File: src/rtl/zion_turtle_lsu_pkg.sv
// -----------------------------------------------------------------------------
// zion_turtle_lsu_pkg
// Shared types and helpers for the Turtle LSU memory responder.
//   - lsu_width_e : access width encoding from the decode stage
//   - lsu_state_e : responder FSM states
//   - lsu_exc_e   : exception cause encoding reported on oExcCause
//   - byte-enable constants and helpers for alignment and lane enables
// -----------------------------------------------------------------------------
package zion_turtle_lsu_pkg;

    typedef enum logic [1:0] {
        WIDTH_BYTE = 2'b00,
        WIDTH_HALF = 2'b01,
        WIDTH_WORD = 2'b10,
        WIDTH_RSVD = 2'b11
    } lsu_width_e;

    typedef enum logic [1:0] {
        ST_IDLE   = 2'b00,
        ST_REQ    = 2'b01,
        ST_RSP    = 2'b10,
        ST_RETIRE = 2'b11
    } lsu_state_e;

    typedef enum logic [1:0] {
        EXC_NONE       = 2'b00,
        EXC_MISALIGN   = 2'b01,
        EXC_RSVD_WIDTH = 2'b10,
        EXC_TIMEOUT    = 2'b11
    } lsu_exc_e;

    localparam logic [3:0] BE_BYTE = 4'b0001;
    localparam logic [3:0] BE_HALF = 4'b0011;
    localparam logic [3:0] BE_WORD = 4'b1111;

    // Byte enables for an access of width w at byte offset a.
    function automatic logic [3:0] lsu_byte_en(input lsu_width_e w, input logic [1:0] a);
        logic [3:0] be;
        case (w)
            WIDTH_BYTE: be = BE_BYTE << a;
            WIDTH_HALF: be = BE_HALF << {a[1], 1'b0};
            WIDTH_WORD: be = BE_WORD;
            default:    be = 4'b0000;
        endcase
        return be;
    endfunction

    // Exception cause for an access; reserved width takes priority over alignment.
    function automatic lsu_exc_e lsu_check(input lsu_width_e w, input logic [1:0] a);
        lsu_exc_e c;
        case (w)
            WIDTH_BYTE: c = EXC_NONE;
            WIDTH_HALF: c = (a[0] != 1'b0) ? EXC_MISALIGN : EXC_NONE;
            WIDTH_WORD: c = (a != 2'b00) ? EXC_MISALIGN : EXC_NONE;
            default:    c = EXC_RSVD_WIDTH;
        endcase
        return c;
    endfunction

endpackage

File: src/rtl/zion_turtle_lsu_load_align.sv
// -----------------------------------------------------------------------------
// zion_turtle_lsu_load_align
// Combinational load-data lane select and sign/zero extension.
// Ports:
//   rdat        in  32  raw read data from the bus
//   addr_lo     in  2   byte offset of the access
//   width       in  2   access width (lsu_width_e)
//   unsigned_flg in 1   zero-extend instead of sign-extend (byte/half only)
//   dat         out 32  aligned, extended write-back data
// -----------------------------------------------------------------------------
module zion_turtle_lsu_load_align
    import zion_turtle_lsu_pkg::*;
(
    input  logic [31:0] rdat,
    input  logic [1:0]  addr_lo,
    input  lsu_width_e  width,
    input  logic        unsigned_flg,
    output logic [31:0] dat
);

    logic [31:0] byte_sh_s;
    logic [31:0] half_sh_s;

    // Select the addressed lane and extend it to 32 bits.
    always_comb begin
        byte_sh_s = rdat >> {addr_lo, 3'b000};
        half_sh_s = rdat >> {addr_lo[1], 4'b0000};
        case (width)
            WIDTH_BYTE: begin
                if (unsigned_flg) begin
                    dat = {24'h000000, byte_sh_s[7:0]};
                end else begin
                    dat = {{24{byte_sh_s[7]}}, byte_sh_s[7:0]};
                end
            end
            WIDTH_HALF: begin
                if (unsigned_flg) begin
                    dat = {16'h0000, half_sh_s[15:0]};
                end else begin
                    dat = {{16{half_sh_s[15]}}, half_sh_s[15:0]};
                end
            end
            default: dat = rdat;
        endcase
    end

endmodule

File: src/rtl/zion_turtle_lsu_mem_responder.sv
// -----------------------------------------------------------------------------
// zion_turtle_lsu_mem_responder
// Executes one outstanding LSU data-memory transaction on a req/gnt/rvld bus,
// returns aligned/extended load data for write-back and reports exceptions.
// Ports:
//   clk, rst_n                 clock, async active-low reset
//   iReqVld/oReqRdy            op handshake (accept = iReqVld & oReqRdy & iMemEn)
//   iMemEn,iLoad,iStore,iUnsignedFlg,iMemWidth,iStoreDat,iAddr,iRd  op fields
//   oMemReq,oMemWr,oMemAddr,oMemWdat,oMemBe / iMemGnt,iMemRvld,iMemRdat  bus
//   oWbVld,oWbRd,oWbDat        load write-back pulse
//   oDone                      op retired pulse
//   oExcVld,oExcCause,oExcAddr exception pulse, cause and faulting address
//   oBusy                      FSM not idle
// -----------------------------------------------------------------------------
module zion_turtle_lsu_mem_responder
    import zion_turtle_lsu_pkg::*;
#(
    parameter logic [7:0]  TIMEOUT_CYCLES   = 8'd255,
    parameter logic [31:0] RESET_PC_INVALID = 32'h0000_0000
) (
    input  logic        clk,
    input  logic        rst_n,
    input  logic        iReqVld,
    output logic        oReqRdy,
    input  logic        iMemEn,
    input  logic        iLoad,
    input  logic        iStore,
    input  logic        iUnsignedFlg,
    input  logic [1:0]  iMemWidth,
    input  logic [31:0] iStoreDat,
    input  logic [31:0] iAddr,
    input  logic [4:0]  iRd,
    output logic        oMemReq,
    output logic        oMemWr,
    output logic [31:0] oMemAddr,
    output logic [31:0] oMemWdat,
    output logic [3:0]  oMemBe,
    input  logic        iMemGnt,
    input  logic        iMemRvld,
    input  logic [31:0] iMemRdat,
    output logic        oWbVld,
    output logic [4:0]  oWbRd,
    output logic [31:0] oWbDat,
    output logic        oDone,
    output logic        oExcVld,
    output logic [1:0]  oExcCause,
    output logic [31:0] oExcAddr,
    output logic        oBusy
);

    lsu_state_e  state_q;
    logic        wr_q;
    lsu_width_e  width_q;
    logic        unsigned_q;
    logic [31:0] addr_q;
    logic [4:0]  rd_q;
    logic [7:0]  cnt_q;

    logic        mem_req_q, mem_wr_q;
    logic [31:0] mem_addr_q, mem_wdat_q;
    logic [3:0]  mem_be_q;
    logic        wb_vld_q, done_q, exc_vld_q;
    logic [4:0]  wb_rd_q;
    logic [31:0] wb_dat_q, exc_addr_q;
    lsu_exc_e    exc_cause_q;

    logic        accept_s;
    logic        op_s;
    lsu_width_e  width_s;
    lsu_exc_e    chk_cause_s;
    logic [3:0]  be_s;
    logic [31:0] wdat_s;
    logic [7:0]  cnt_inc_s;
    logic        timeout_s;
    logic [31:0] ld_dat_s;

    // Decode-time derived values: acceptance, checks, lane enables, store data.
    always_comb begin
        width_s     = lsu_width_e'(iMemWidth);
        op_s        = iLoad | iStore;
        accept_s    = iReqVld & (state_q == ST_IDLE) & iMemEn;
        chk_cause_s = lsu_check(width_s, iAddr[1:0]);
        be_s        = lsu_byte_en(width_s, iAddr[1:0]);
        case (width_s)
            WIDTH_BYTE: wdat_s = {4{iStoreDat[7:0]}};
            WIDTH_HALF: wdat_s = {2{iStoreDat[15:0]}};
            default:    wdat_s = iStoreDat;
        endcase
        cnt_inc_s = cnt_q + 8'd1;
        // A zero limit disables the timeout altogether.
        if (TIMEOUT_CYCLES != 8'd0) begin
            timeout_s = (cnt_inc_s == TIMEOUT_CYCLES);
        end else begin
            timeout_s = 1'b0;
        end
    end

    zion_turtle_lsu_load_align u_load_align (
        .rdat         (iMemRdat),
        .addr_lo      (addr_q[1:0]),
        .width        (width_q),
        .unsigned_flg (unsigned_q),
        .dat          (ld_dat_s)
    );

    // Responder FSM with all bus, write-back and exception outputs registered.
    always_ff @(posedge clk or negedge rst_n) begin
        if (!rst_n) begin
            state_q     <= ST_IDLE;
            wr_q        <= 1'b0;
            width_q     <= WIDTH_BYTE;
            unsigned_q  <= 1'b0;
            addr_q      <= 32'h0000_0000;
            rd_q        <= 5'd0;
            cnt_q       <= 8'd0;
            mem_req_q   <= 1'b0;
            mem_wr_q    <= 1'b0;
            mem_addr_q  <= 32'h0000_0000;
            mem_wdat_q  <= 32'h0000_0000;
            mem_be_q    <= 4'b0000;
            wb_vld_q    <= 1'b0;
            wb_rd_q     <= 5'd0;
            wb_dat_q    <= 32'h0000_0000;
            done_q      <= 1'b0;
            exc_vld_q   <= 1'b0;
            exc_cause_q <= EXC_NONE;
            exc_addr_q  <= RESET_PC_INVALID;
        end else begin
            wb_vld_q  <= 1'b0;
            done_q    <= 1'b0;
            exc_vld_q <= 1'b0;
            case (state_q)
                ST_IDLE: begin
                    if (accept_s && op_s) begin
                        // Load and store both set is handled as a store.
                        wr_q       <= iStore;
                        width_q    <= width_s;
                        unsigned_q <= iUnsignedFlg;
                        addr_q     <= iAddr;
                        rd_q       <= iRd;
                        if (chk_cause_s != EXC_NONE) begin
                            state_q     <= ST_RETIRE;
                            done_q      <= 1'b1;
                            exc_vld_q   <= 1'b1;
                            exc_cause_q <= chk_cause_s;
                            exc_addr_q  <= iAddr;
                        end else begin
                            state_q    <= ST_REQ;
                            cnt_q      <= 8'd0;
                            mem_req_q  <= 1'b1;
                            mem_wr_q   <= iStore;
                            mem_addr_q <= {iAddr[31:2], 2'b00};
                            mem_be_q   <= be_s;
                            mem_wdat_q <= wdat_s;
                        end
                    end else begin
                        state_q <= ST_IDLE;
                    end
                end
                ST_REQ: begin
                    if (iMemGnt) begin
                        mem_req_q <= 1'b0;
                        if (wr_q) begin
                            state_q <= ST_RETIRE;
                            done_q  <= 1'b1;
                        end else if (iMemRvld) begin
                            // Read data returned together with the grant.
                            state_q  <= ST_RETIRE;
                            done_q   <= 1'b1;
                            wb_vld_q <= (rd_q != 5'd0);
                            wb_rd_q  <= rd_q;
                            wb_dat_q <= ld_dat_s;
                        end else begin
                            state_q <= ST_RSP;
                            cnt_q   <= 8'd0;
                        end
                    end else if (timeout_s) begin
                        mem_req_q   <= 1'b0;
                        state_q     <= ST_RETIRE;
                        done_q      <= 1'b1;
                        exc_vld_q   <= 1'b1;
                        exc_cause_q <= EXC_TIMEOUT;
                        exc_addr_q  <= addr_q;
                    end else begin
                        cnt_q <= cnt_inc_s;
                    end
                end
                ST_RSP: begin
                    if (iMemRvld) begin
                        state_q  <= ST_RETIRE;
                        done_q   <= 1'b1;
                        wb_vld_q <= (rd_q != 5'd0);
                        wb_rd_q  <= rd_q;
                        wb_dat_q <= ld_dat_s;
                    end else if (timeout_s) begin
                        state_q     <= ST_RETIRE;
                        done_q      <= 1'b1;
                        exc_vld_q   <= 1'b1;
                        exc_cause_q <= EXC_TIMEOUT;
                        exc_addr_q  <= addr_q;
                    end else begin
                        cnt_q <= cnt_inc_s;
                    end
                end
                ST_RETIRE: begin
                    state_q <= ST_IDLE;
                end
                default: begin
                    state_q   <= ST_IDLE;
                    mem_req_q <= 1'b0;
                end
            endcase
        end
    end

    assign oReqRdy   = (state_q == ST_IDLE);
    assign oBusy     = (state_q != ST_IDLE);
    assign oMemReq   = mem_req_q;
    assign oMemWr    = mem_wr_q;
    assign oMemAddr  = mem_addr_q;
    assign oMemWdat  = mem_wdat_q;
    assign oMemBe    = mem_be_q;
    assign oWbVld    = wb_vld_q;
    assign oWbRd     = wb_rd_q;
    assign oWbDat    = wb_dat_q;
    assign oDone     = done_q;
    assign oExcVld   = exc_vld_q;
    assign oExcCause = exc_cause_q;
    assign oExcAddr  = exc_addr_q;

endmodule

File: config.mk
export PLATFORM = sky130hd
export DESIGN_NAME = zion_turtle_lsu_mem_responder
export DESIGN_NICKNAME = d
export VERILOG_FILES = /design/src/rtl/zion_turtle_lsu_pkg.sv /design/src/rtl/zion_turtle_lsu_load_align.sv /design/src/rtl/zion_turtle_lsu_mem_responder.sv
export SDC_FILE = /design/constraint.sdc
export NUM_CORES = 1
export LEC_CHECK = 0
export ABC_AREA = 1
export BUFFER_PORTS_ARGS = -buffer_cell sky130_fd_sc_hd__buf_2
export CAP_MARGIN = 10
export CORE_MARGIN = 5
export CORE_UTILIZATION = 40
export CTS_BUF_LIST = sky130_fd_sc_hd__clkbuf_16
export DETAILED_ROUTE_END_ITERATION = 10
export PLACE_DENSITY = 0.71
export SYNTH_ARGS = -nofsm -noshare
export SYNTH_HDL_FRONTEND = slang
export SYNTH_SLANG_ARGS = --single-unit
File: constraint.sdc
create_clock -name clk -period 1.7 [get_ports clk]
set_input_delay 0.17 -clock clk [delete_from_list [all_inputs] [get_ports clk]]
set_output_delay 0.17 -clock clk [all_outputs]
set_load 0.05 [all_outputs]
==> results of run 1 <==
-- logic make-up after synthesis --
kind of cell	after synthesis	synth area share, %
muxes	1	0.113
AOI/OAI and AO/OA	267	15.9
other	1	0.0425
adders and majority gates	7	0.992
and+or+nand+nor	478	21.6
DFF	193	54.7
buffers and inverters	141	6.61
-- routing by layer --
layer | vias up | global-route usage (%) | share of wire (%) | wire, um
met5 | - | 0 | 0 | 0
met4 | 0 | 9.95 | 3.7 | 1220
met3 | 90 | 4.73 | 6.3 | 2080
met2 | 391 | 40.1 | 50 | 16600
met1 | 4543 | 30.5 | 40 | 13100
li1 | 4303 | - | - | -
-- path summary, 6_finish.rpt --
check,slack (ns),to,from,depth (start not counted)
max,-0.21,oMemReq$_DFFE_PN0P_,state_q[1]$_DFF_PN0_,12
min,0.02,oMemWdat[24]$_DFFE_PN0P_,iStoreDat[24],3
max reg2reg,-0.21,oMemReq$_DFFE_PN0P_,state_q[1]$_DFF_PN0_,12
min reg2reg,0.48,oMemAddr[9]$_DFFE_PN0P_,oMemAddr[9]$_DFFE_PN0P_,2
max in group asynchronous,0.81,addr_q[29]$_DFFE_PN0P_,rst_n,3
min in group asynchronous,0.26,oWbDat[31]$_DFFE_PN0P_,rst_n,2
-- state kept, by name (all words and copies together), names as in the netlist, 5 cells and up --
register,count
addr_q,32
oExcAddr,32
oMemWdat,32
oWbDat,32
oMemAddr,30
cnt_q,8
oWbRd,5
rd_q,5
-- worst register-to-register path, delay by kind of cell, from the launching register on --
kind | cells | cell delay, ns
compound gates | 1 | 0.06
fa+ha+maj | 1 | 0.16
buf+inv | 6 | 0.71
flops | 1 | 0.40
simple gates | 4 | 0.48
-- report_power, final --
part | switching, uW | leakage (uW) | internal (uW) | total (uW)
Sequential | 1470 | 0.00237 | 6850 | 8320
Clock | 1870 | 0.000264 | 2040 | 3910
Combinational | 13100 | 0.00425 | 6290 | 19400
-- final cells by class --
class	instances	area [um2]	area share [%]
flip-flops and latches	193	4830	34.8
multi-input cells	755	4210	30.4
repair buffers	428	3560	25.7
clock buffers	17	425	3.07
well taps	280	350	2.53
inverters	78	338	2.44
clock inverters	13	126	0.912
repair inverters	1	16.3	0.117
-- repair_timing --
item | in CTS | in global routing
resized for setup | 142 | 208
gates cloned | 15 | 12
hold buffers | 51 | 0
pin swaps | 12 | 23
setup buffers | 30 | 9
endpoints found under the setup margin | 152 | 184
hold endpoints to repair | 127 | 0
-- synth_stat cells (4+ instances only) --
library cell / instances / share of area [%]
sky130_fd_sc_hd__a31oi_1: 21 / 1.5
sky130_fd_sc_hd__dfrtp_1: 193 / 55
sky130_fd_sc_hd__nor2_1: 46 / 2.0
sky130_fd_sc_hd__nand2_2: 5 / 0.35
sky130_fd_sc_hd__o21ai_0: 125 / 7.1
sky130_fd_sc_hd__clkbuf_1: 33 / 1.4
sky130_fd_sc_hd__buf_1: 8 / 0.34
sky130_fd_sc_hd__a21oi_1: 76 / 4.3
sky130_fd_sc_hd__nand2_1: 390 / 17
sky130_fd_sc_hd__ha_1: 7 / 0.99
sky130_fd_sc_hd__inv_1: 74 / 3.1
sky130_fd_sc_hd__o21ai_2: 4 / 0.40
sky130_fd_sc_hd__o21ai_1: 31 / 1.8
sky130_fd_sc_hd__o211ai_1: 7 / 0.60
sky130_fd_sc_hd__buf_2: 16 / 0.91
sky130_fd_sc_hd__nand3_1: 21 / 1.2
-- per-stage QoR --
stage | setup TNS [ns] | power, uW | instance area [um2] | worst slack [ns] | utilization [%]
2_1_floorplan | -6.45 | 19400 | 8900 | -0.203 | -
3_3_place_gp | -8.51 | 23500 | 10800 | -0.245 | 49.7
3_5_place_dp | -16.85 | 23900 | 10800 | -0.327 | 49.7
4_1_cts | -12.37 | 30000 | 12900 | -0.158 | 59.4
5_1_grt | -32.60 | 33400 | 13900 | -0.276 | 63.7
6_report | -17.61 | 31700 | 13900 | -0.209 | 63.7
-- placed cells by master, fill, tap and decap left out, types with 4 or more instances in the layout --
| cell type | count |
|---|---|
| sky130_fd_sc_hd__a21oi_1 | 49 |
| sky130_fd_sc_hd__buf_6 | 22 |
| sky130_fd_sc_hd__nand2_1 | 300 |
| sky130_fd_sc_hd__o21ai_2 | 33 |
| sky130_fd_sc_hd__dlygate4sd3_1 | 51 |
| sky130_fd_sc_hd__nand2_2 | 69 |
| sky130_fd_sc_hd__o211ai_1 | 7 |
| sky130_fd_sc_hd__inv_2 | 9 |
| sky130_fd_sc_hd__a31oi_1 | 20 |
| sky130_fd_sc_hd__inv_6 | 4 |
| sky130_fd_sc_hd__nor2_1 | 31 |
| sky130_fd_sc_hd__o21ai_0 | 74 |
| sky130_fd_sc_hd__inv_1 | 65 |
| sky130_fd_sc_hd__clkbuf_16 | 27 |
| sky130_fd_sc_hd__dfrtp_1 | 193 |
| sky130_fd_sc_hd__o21ai_1 | 51 |
| sky130_fd_sc_hd__nand2_4 | 26 |
| sky130_fd_sc_hd__a21oi_2 | 25 |
| sky130_fd_sc_hd__nor2_2 | 4 |
| sky130_fd_sc_hd__nand3_1 | 19 |
| sky130_fd_sc_hd__clkinvlp_4 | 5 |
| sky130_fd_sc_hd__buf_12 | 22 |
| sky130_fd_sc_hd__nor2_4 | 16 |
| sky130_fd_sc_hd__buf_2 | 252 |
| sky130_fd_sc_hd__buf_4 | 53 |
| sky130_fd_sc_hd__buf_16 | 15 |
==> reports/metrics.csv, run 1 <==
metric,value,unit
leak pwr,0.00688,uW
number of antenna repair diodes,0,
crit-path cells,inv_2 -> ha_4 -> nand3_4 -> nor2_4 -> buf_6 -> inv_4 -> nor2_4 -> buf_12 -> clkinv_16 -> buf_12 -> nor2_4 -> o21ai_2,
Remaining DRCs,0,
NumNets Final,1593,
number of buffers inserted during clock tree synthesis,17,
clock tree from TritonCTS,done,
largest vdd supply drop,1330,uV
routed wirelength normalized by instance count,18.7,um
worst path buffer plus inverter count,6,
worst-case hold slack,0.0158,ns
Syn Inst Count,1088,
#FFs+latches synth,193,
effective utilization at floorplan,40.6,%
Layout fillers,1733,
vias in the first global route,9174,
vias post-DR,9327,
maximum number of pins on one net before global-route repair,53,
violation count after the first detailed-routing iteration,614,
final-report hold violation count,0,
Crit path top cell by count,sky130_fd_sc_hd__nor2_4,
"Remaining Overflow, GRT",0,
global-route usage over all layers,24.0,%
floorplan row count,54,
unrepaired setup endpoints after global routing,yes,
CP peak stage delay,0.40,ns
Crit-path slowest cell,sky130_fd_sc_hd__dfrtp_1,
total iterations of the first detailed-routing run,5,
top-level port count,258,
largest buffer count on any clock path,2,
worst setup skew after layout,0.0161,ns
arrival time worst endpoint,2.23,ns
Worst path top cell family by delay,buffers and inverters,
area growth from synthesis to layout,57.1,%
final cell count without fillers,1765,
Finish-stage setup viols,169,
smallest setup slack after layout,-0.209,ns
Pwr Density,2290,nW/um2
fraction of the cycle the final worst path needs,112,%
async set-or-reset flop fraction in the synthesized netlist,100,%
initial antenna violation count,0,
total half-perimeter wirelength after legalization and detailed placement,18.8,mm
Final Critical Period,1.91,ns
required time of the critical path,2.03,ns
final weighted congestion in routability-driven placement,0.888,
Placed Cells incl. Taps,1624,
worst hold-check path type,primary input to register,
max-capacitance violation count,0,
root cell of the clock tree,sky130_fd_sc_hd__clkbuf_16,
Avg Inst Size Synth,8.11,um2
distinct cell type count of the synthesized netlist,35,
Yosys warning count,0,
type of element launching the critical path,register,
die boundary width,159,um
clk sink count,193,
clock network latency to the later pin of the worst-skew pair,0.43,ns
wire length of the first global-routing pass,47.5,mm
area of the mapped netlist,8820,um2
IO Port Bufs,255,
worst setup path class,register to register,
"Reg clk slew, reported paths",0.07,ns
count of flip-flops with a built-in enable after synthesis,0,
H-Tree Level Count,4,
vias per std cell,5.28,
violated checks,setup timing,
die outline area,25100,um2
primary flip-flop cell chosen by synthesis mapping,sky130_fd_sc_hd__dfrtp_1,
die height,159,um
CORE AREA,21800,um2
final wirelength,33.0,mm
status,"complete, but fails checks",
fin. max-slew vios,0,
largest fanout on the critical path,7,
share of synthesized area occupied by flip-flops and latches,54.7,%
Routed Antenna Nets,0,
fmax,0.524,GHz
Setup crit end kind,register,
proportion of layout cells with a drive suffix above 1,41.1,%
(Power assumes the default switching activity.)
==> inputs of run 2 (changes only) <==
==> constraint.sdc (replaced) <==
create_clock -name clk -period 1.7 [get_ports clk]
set_input_delay 0.085 -clock clk [delete_from_list [all_inputs] [get_ports clk]]
set_output_delay 0.085 -clock clk [all_outputs]
set_load 0.05 [all_outputs]
==> run 2 against run 1 <==
  * The flow finishes with violations (hold timing, setup timing)
  * Clock skew down 0.0035 ns
  * Utilization down 0.60 points
  * Non-clock buffer count up 35
  * Sequential cell count unchanged
==> reports/metrics.csv, run 2 (synthesis gave the netlist of run 1 again) <==
metric,value,unit
largest buffer count on any clock path,2,
"leading cell type in the layout, fill and taps excluded",sky130_fd_sc_hd__nand2_1,
depth of the worst register-to-register path,11,
floorplan row count,54,
total half-perimeter wirelength after legalization and detailed placement,19.0,mm
"Reg clk slew, reported paths",0.07,ns
clock network latency to the later pin of the worst-skew pair,0.44,ns
"reg-to-reg slack, setup",-0.23,ns
effective utilization at floorplan,40.6,%
die height,159,um
fraction of met2 tracks used by global routing,39.6,%
final weighted congestion in routability-driven placement,0.903,
r2r startpoint,cnt_q[0]$_DFFE_PN0P_,
final-report hold violation count,1,
violation count after the first detailed-routing iteration,732,
number of cells traversed by the worst hold path,3,
final cell count without fillers,1802,
"commonest non-fill, non-tap cells in the layout","sky130_fd_sc_hd__nand2_1 (328), sky130_fd_sc_hd__buf_2 (253), sky130_fd_sc_hd__dfrtp_1 (191)",
clock tree from TritonCTS,done,
H-Tree Level Count,4,
vias in the first global route,8959,
worst setup skew after layout,0.0126,ns
fin util,63.1,%
arrival time worst endpoint,2.24,ns
status,"complete, but fails checks",
worst-case hold slack,-0.00848,ns
Remaining DRCs,0,
launch point of the worst hold path,iMemRdat[12],
required time of the critical path,2.01,ns
die outline area,25100,um2
maximum number of pins on one net before global-route repair,60,
total iterations of the first detailed-routing run,5,
crit-path cells,ha_4 -> nand3_4 -> o21ai_4 -> nand2_2 -> nor2_4 -> nand2_4 -> nand2_8 -> nand2_8 -> clkbuf_16 -> nand2_1 -> o21ai_1,
worst hold-check path type,primary input to register,
initial antenna violation count,0,
Setup crit end kind,register,
sink of the worst hold path,oWbDat[12]$_DFFE_PN0P_,
vias per std cell,5.16,
violated checks,"hold timing, setup timing",
Crit path top cell by count,sky130_fd_sc_hd__nand2_8,
root cell of the clock tree,sky130_fd_sc_hd__clkbuf_16,
top-level port count,258,
fmax,0.519,GHz
met3 track demand over resource,4.57,%
smallest setup slack after layout,-0.229,ns
Layout fillers,1757,
global-route usage over all layers,23.0,%
worst reg2reg endpoint,oExcAddr[4]$_DFFE_PN0P_,
wire length of the first global-routing pass,46.0,mm
number of buffers inserted during clock tree synthesis,17,
Crit-path slowest cell,sky130_fd_sc_hd__dfrtp_1,
fin. max-slew vios,0,
clk sink count,193,
die boundary width,159,um
fraction of the cycle the final worst path needs,113,%
"Remaining Overflow, GRT",0,
met1 Use GR,28.7,%
NumNets Final,1628,
max-capacitance violation count,0,
unrepaired setup endpoints after global routing,yes,
largest fanout on the critical path,8,
largest vdd supply drop,1180,uV
routed wirelength normalized by instance count,18.1,um
IO Port Bufs,255,
final wirelength,32.6,mm
type of element launching the critical path,register,
proportion of layout cells with a drive suffix above 1,34.7,%
Final Critical Period,1.93,ns
Routed Antenna Nets,0,
CP peak stage delay,0.44,ns
vias post-DR,9301,
area growth from synthesis to layout,55.6,%
worst setup path class,register to register,
Pwr Density,2290,nW/um2
number of antenna repair diodes,0,
leak pwr,0.00690,uW
"Most Used Layer, Global Route",met2,
Placed Cells incl. Taps,1619,
CORE AREA,21800,um2
Finish-stage setup viols,146,
-- run 2: metrics by stage --
stage                     area, um2  TNS, ns  total power [uW]  setup WS (ns)
after global routing          13700   -31.87             33100         -0.306
after global placement        10800    -2.69             23500         -0.135
after detailed placement      10800   -10.81             23800         -0.192
after CTS                     12800    -7.96             29200         -0.112
final                         13700   -21.39             31400         -0.229
after floorplan                8900    -6.45             19400         -0.203
-- run 2: power by group --
group,internal (uW),switching [uW]
logic,6140,13200
clock network,1950,1970
registers,6860,1330
-- run 2: worst max path at each step --
stage | slack (ns) | end | cells after the start | start
after floorplan | -0.20 | oExcAddr[26]$_DFFE_PN0P_ | 10 | state_q[0]$_DFF_PN0_
after global placement | -0.14 | cnt_q[0]$_DFFE_PN0P_ | 9 | state_q[0]$_DFF_PN0_
after detailed placement | -0.19 | cnt_q[0]$_DFFE_PN0P_ | 9 | state_q[0]$_DFF_PN0_
after CTS | -0.11 | oExcAddr[25]$_DFFE_PN0P_ | 10 | state_q[0]$_DFF_PN0_
after global routing | -0.31 | oExcAddr[8]$_DFFE_PN0P_ | 11 | cnt_q[0]$_DFFE_PN0P_
final | -0.23 | oExcAddr[4]$_DFFE_PN0P_ | 11 | cnt_q[0]$_DFFE_PN0P_
-- run 2: metal layers --
| metal | part of all wire (%) | wire length [um] |
|---|---|---|
| met5 | 0 | 0 |
| met3 | 6.2 | 2030 |
| met4 | 2.7 | 879 |
| met1 | 41 | 13200 |
| met2 | 51 | 16500 |
-- run 2: layout make-up --
type | instances | area [um2] | share of cell area (%)
inverter | 78 | 309 | 2.25
tap | 280 | 350 | 2.55
clock inverter | 15 | 150 | 1.09
sequential | 193 | 4830 | 35.2
timing repair buffer | 463 | 3720 | 27.1
clock buffer | 17 | 425 | 3.10
multi-input combinational | 756 | 3940 | 28.7
-- run 2: worst max-delay path: cells and delay by family (launching register included) --
family                     cells  cell delay [ns]
AOI/OAI and AO/OA              2             0.25
and+or+nand+nor                7             0.73
adders and majority gates      1             0.19
DFF                            1             0.44
buffers and inverters          1             0.20
-- run 2: repair_timing --
item | in CTS | in global routing
pin swaps | 1 | 18
gates resized for setup | 39 | 169
gates cloned | 6 | 13
hold buffers | 102 | 1
buffers inserted | 11 | 19
endpoints found under the hold margin | 256 | 1
setup endpoints to repair | 167 | 182
